[src/rtl/alu_exmem_stage.sv]
// EX/MEM stage: two-entry skid buffer behind the ALU,
// turns trapping signed overflow into a precise exception.
module alu_exmem_stage #(
  parameter int          N      = 32,
  parameter logic [4:0]  EXC_OV = 5'd12
) (
  input  logic         clk,
  input  logic         reset,
  input  logic         in_valid,
  output logic         in_ready,
  input  logic [N-1:0] ALUResult,
  input  logic         ALUZero,
  input  logic         ALUOverflow,
  input  logic         in_trap_en,
  input  logic [N-1:0] in_pc,
  input  logic [4:0]   in_wreg,
  input  logic         in_regwrite,
  input  logic         in_memread,
  input  logic         in_memwrite,
  input  logic [N-1:0] in_wdata,
  output logic         out_valid,
  input  logic         out_ready,
  output logic [N-1:0] out_result,
  output logic         out_zero,
  output logic [N-1:0] out_pc,
  output logic [4:0]   out_wreg,
  output logic [N-1:0] out_wdata,
  output logic         out_regwrite,
  output logic         out_memread,
  output logic         out_memwrite,
  input  logic         flush,
  output logic         exc_valid,
  output logic [N-1:0] exc_epc,
  output logic [4:0]   exc_cause,
  input  logic         exc_ack
);

  typedef struct packed {
    logic [N-1:0] result;
    logic         zero;
    logic [N-1:0] pc;
    logic [4:0]   wreg;
    logic [N-1:0] wdata;
    logic         rw;
    logic         mr;
    logic         mw;
  } ent_t;

  typedef enum logic {RUN, TRAP} state_e;

  ent_t         main_q, main_d;
  ent_t         skid_q, skid_d;
  ent_t         in_ent;
  logic         main_v_q, main_v_d;
  logic         skid_v_q, skid_v_d;
  state_e       state_q, state_d;
  logic         exc_v_q, exc_v_d;
  logic [N-1:0] epc_q, epc_d;
  logic [4:0]   cause_q, cause_d;
  logic         rdy_q, rdy_d;
  logic         acc;
  logic         drain;
  logic         ovf;
  logic         trap;

  // ready is held low while reset is asserted
  assign in_ready = rdy_q & ~reset;
  assign acc      = in_valid & in_ready;
  assign drain    = main_v_q & out_ready;
  assign ovf      = ALUOverflow & in_trap_en;
  assign trap     = acc & ovf & ~flush;

  always_comb begin
    in_ent        = '0;
    in_ent.result = ALUResult;
    in_ent.zero   = ALUZero;
    in_ent.pc     = in_pc;
    in_ent.wreg   = in_wreg;
    in_ent.wdata  = in_wdata;
    in_ent.rw     = in_regwrite & ~ovf;
    in_ent.mr     = in_memread & ~ovf;
    in_ent.mw     = in_memwrite & ~ovf;
  end

  always_comb begin
    main_d   = main_q;
    main_v_d = main_v_q;
    skid_d   = skid_q;
    skid_v_d = skid_v_q;
    state_d  = state_q;
    exc_v_d  = 1'b0;
    epc_d    = epc_q;
    cause_d  = cause_q;
    if (flush) begin
      main_v_d = 1'b0;
      skid_v_d = 1'b0;
      state_d  = RUN;
    end else begin
      if (drain && skid_v_q) begin
        main_d   = skid_q;
        main_v_d = 1'b1;
        skid_d   = in_ent;
        skid_v_d = acc;
      end else if (!main_v_q || drain) begin
        main_d   = in_ent;
        main_v_d = acc;
      end else if (acc) begin
        skid_d   = in_ent;
        skid_v_d = 1'b1;
      end
      case (state_q)
        RUN: begin
          if (trap) begin
            state_d = TRAP;
            exc_v_d = 1'b1;
            epc_d   = in_pc;
            cause_d = EXC_OV;
          end
        end
        TRAP: begin
          if (exc_ack) state_d = RUN;
        end
        default: state_d = RUN;
      endcase
    end
    rdy_d = ~skid_v_d & (state_d == RUN);
  end

  always_ff @(posedge clk) begin
    if (reset) begin
      main_q   <= '0;
      skid_q   <= '0;
      main_v_q <= 1'b0;
      skid_v_q <= 1'b0;
      state_q  <= RUN;
      exc_v_q  <= 1'b0;
      epc_q    <= '0;
      cause_q  <= '0;
      rdy_q    <= 1'b1;
    end else begin
      main_q   <= main_d;
      skid_q   <= skid_d;
      main_v_q <= main_v_d;
      skid_v_q <= skid_v_d;
      state_q  <= state_d;
      exc_v_q  <= exc_v_d;
      epc_q    <= epc_d;
      cause_q  <= cause_d;
      rdy_q    <= rdy_d;
    end
  end

  assign out_valid    = main_v_q;
  assign out_result   = main_q.result;
  assign out_zero     = main_q.zero;
  assign out_pc       = main_q.pc;
  assign out_wreg     = main_q.wreg;
  assign out_wdata    = main_q.wdata;
  assign out_regwrite = main_v_q & main_q.rw;
  assign out_memread  = main_v_q & main_q.mr;
  assign out_memwrite = main_v_q & main_q.mw;
  assign exc_valid    = exc_v_q;
  assign exc_epc      = epc_q;
  assign exc_cause    = cause_q;

endmodule

[config.mk]
export PLATFORM = sky130hd
export DESIGN_NAME = alu_exmem_stage
export DESIGN_NICKNAME = d
export VERILOG_FILES = /design/src/rtl/alu_exmem_stage.sv
export SDC_FILE = /design/constraint.sdc
export NUM_CORES = 1
export LEC_CHECK = 0
export BUFFER_PORTS_ARGS = -buffer_cell sky130_fd_sc_hd__clkbuf_2
export CORE_ASPECT_RATIO = 0.5
export CORE_UTILIZATION = 56
export CTS_BUF_LIST = sky130_fd_sc_hd__clkbuf_4 sky130_fd_sc_hd__clkbuf_8
export DETAILED_ROUTE_END_ITERATION = 10
export PLACE_DENSITY = 0.82
export SLEW_MARGIN = 10
export SYNTH_ARGS = -nofsm -noshare
export SYNTH_HDL_FRONTEND = slang
export SYNTH_SLANG_ARGS = --single-unit
export TNS_END_PERCENT = 30
[constraint.sdc]
create_clock -name clk -period 5 [get_ports clk]
set_clock_uncertainty 0.2 [all_clocks]
set_input_delay 0.75 -clock clk [delete_from_list [all_inputs] [get_ports clk]]
set_output_delay 0.75 -clock clk [all_outputs]
set_load 0.03 [all_outputs]
==> metrics.txt <==
outcome=finished clean; Post-Syn Area=between 10000 and 15000 sq um; Skew-Pair Late Insertion Delay=approximately 0.52 ns; Slew Limit Fails=0; diode count=0; period utilization=~65%; filler instances=1652; Yosys top cell area share=a little over two fifths; Synth Flop Type=dfxtp_1; root buffer cell=clkbuf_8; clock period minus worst slack=3.258 ns; Setup TNS Final=0 ns; share of layout cells above drive strength 1=between 20% and 30%; total CTS buffers=37; Mapped Cells=approximately 1300; Worst Path Required=approximately 5.1 ns; Crit Path Class=input port to flip-flop; min-delay worst type=flip-flop to flip-flop; Final Hold Violating Endpoints=0; CTS tree=yes; Fin Hold WS=around 0.27 ns; Slew Limit Headroom=15.40%; commonest cells after routing, fill and taps aside=clkbuf_2, dfxtp_1, nand2b_1, nand2_1, a21oi_1; crit path DAT=between 3 and 4 ns; CTS Hold Bufs=0; Syn-to-layout area delta=10.19%; Netlist cell types=31; post-cts repair resize count=0; Core Area=19860 sq um; io pins=258; post-detailed-routing wire length=28880 um; unrepaired setup endpoints after global routing=false; First-pass DRT Iterations=5; Buffers on Ports=between 200 and 300; P per Cell Area=~340 nW/um^2; Sequential Area=slightly below 5000 sq um; DR vias=approximately 9800; drt drc=0; maximum number of pins on one net before global-route repair=about 130; Multi-input gate area=between 5000 and 6000 sq um; #FFs+latches synth=around 250; Detailed Place HPWL=around 18000 um; die height=103.8 um; FFs w/ async S/R, synth=0%; GPL Wtd Cong=0.7897; Num Clock Sinks=248; sequential share of the synthesized area=approximately 43%; initial antenna violation count=0; LEAKAGE=5.096 nW; FMAX=0.3070 GHz; Starting Density=58.46%; first-pass GRT wire length=45410 um; gr ovfl total=0; VDD IR max=between 0.0002 and 0.00025 V; Overall Global Routing Usage=~26%; vias in the first global route=slightly above 9000; Post-CTS Setup Inserts=0; Post-synth EDFFs=0; syn avg cell area=just under 9 sq um; Routed Antenna Nets=0; warnings from Yosys=0; most common cell after layout, fill and taps aside=clkbuf_2; max_cap viols=0; Clock Pin Slew Worst Setup and Hold Paths=approximately 0.070 ns; Synth area leaders=dfxtp_1, nand2b_1, mux2i_1; measured slew at the worst slew-check pin=approximately 1.3 ns; overall die area=approximately 21000 sq um; final setup violation count=0; Worst setup SP type=input port; Worst Path Max Fanout=107; H-tree depth=2; Die Width=205.7 um; routed length per instance=16.93 um; initial DRC count=roughly 600; Synth area leader=dfxtp_1; Setup crit end kind=flip-flop; Rows=36; NumNets Final=~1500; Vias/cell=between 5 and 6; clock buffer depth=3
## cells by family after synthesis
| group | Yosys count | share of synthesized area, % |
|---|---|---|
| AO/OA/AOI/OAI | 283 | 15.77 |
| buffers and inverters | 230 | 11.68 |
| flip-flops | 248 | 42.75 |
| multiplexers | 105 | 9.051 |
| other | 1 | 0.03229 |
| AND/OR/NAND/NOR | 473 | 20.71 |
## area by class of cell
class / count / share of cell area (%)
well taps: 266 / 2.601
inverters: 1 / 0.03911
clock inverters: 3 / 0.1564
repair buffers: 265 / 10.69
flip-flops and latches: 248 / 38.80
multi-input cells: 864 / 41.81
clock buffers: 59 / 5.906
## state kept, by name, indices dropped and copies added, names as in the netlist
signal and flops:
exc_cause 1, exc_epc 32, exc_valid 1, main_q 3
out_pc 32, out_result 32, out_valid 1, out_wdata 32
out_wreg 5, out_zero 1, rdy_q 1, skid_q 105
skid_v_q 1, state_q 1
## where the power goes
| part | switching (mW) | internal [mW] | total, mW | leakage [nW] |
|---|---|---|---|---|
| Sequential | 0.0399 | 2.05 | 2.08 | 2.03 |
| Combinational | 0.343 | 0.176 | 0.519 | 2.67 |
| Clock | 0.783 | 0.954 | 1.74 | 0.405 |
| Total | 1.17 | 3.18 | 4.34 | 5.10 |
## per-stage QoR
stage / setup slack, ns / utilization [%] / power (mW) / instance area [sq um] / std cells
5_1_grt: 1.635 / 64.42 / 4.518 / 12800 / 1706
4_1_cts: 1.777 / 64.34 / 4.371 / 12780 / 1705
2_1_floorplan: 2.329 / - / 2.548 / 11620 / 1342
6_report: 1.742 / 64.42 / 4.341 / 12800 / 1706
3_3_place_gp: 1.419 / 60.44 / 2.627 / 12010 / 1643
3_5_place_dp: 1.261 / 60.44 / 2.643 / 12010 / 1643
## per-layer routing
metal  wire (um)  vias to the layer above  share of wire, %  track usage (%)
li1            -                     4643                 -                -
met1       12280                     4630                43            34.21
met2       13570                      429                47            41.73
met3        2280                       68               7.9            5.160
met4         745                        0               2.6            9.577
met5           0                        -                 0                0
## worst paths after layout
| check | from | depth (start not counted) | end | slack [ns] |
|---|---|---|---|---|
| setup / recovery | flush | 5 | out_result[6]$_SDFFE_PP0P_ | 1.74 |
| setup reg to reg | out_valid$_SDFFE_PP0P_ | 4 | skid_q[31]$_SDFFE_PP0P_ | 1.77 |
| hold reg to reg | skid_q[21]$_SDFFE_PP0P_ | 2 | skid_q[21]$_SDFFE_PP0P_ | 0.27 |
| hold / removal | skid_q[21]$_SDFFE_PP0P_ | 2 | skid_q[21]$_SDFFE_PP0P_ | 0.27 |
## critical path: stages
cell      delay (ns)
clkbuf_2        0.12
clkinv_2        0.07
buf_4           0.94
and2_4          1.18
a311oi_1        0.23
## Yosys cell counts (2+ instances only)
cell type and count:
and2_1 4, dfxtp_1 248, buf_6 10, o21ai_0 33, a311oi_1 105, mux2i_1 105
nor2b_1 2, a21oi_1 139, clkbuf_1 98, buf_4 107, buf_2 13, nand2b_1 210
nand3_1 36, nand3b_1 4, nor2_1 3, nand2_1 208
Power figures use the tool's default switching activity.
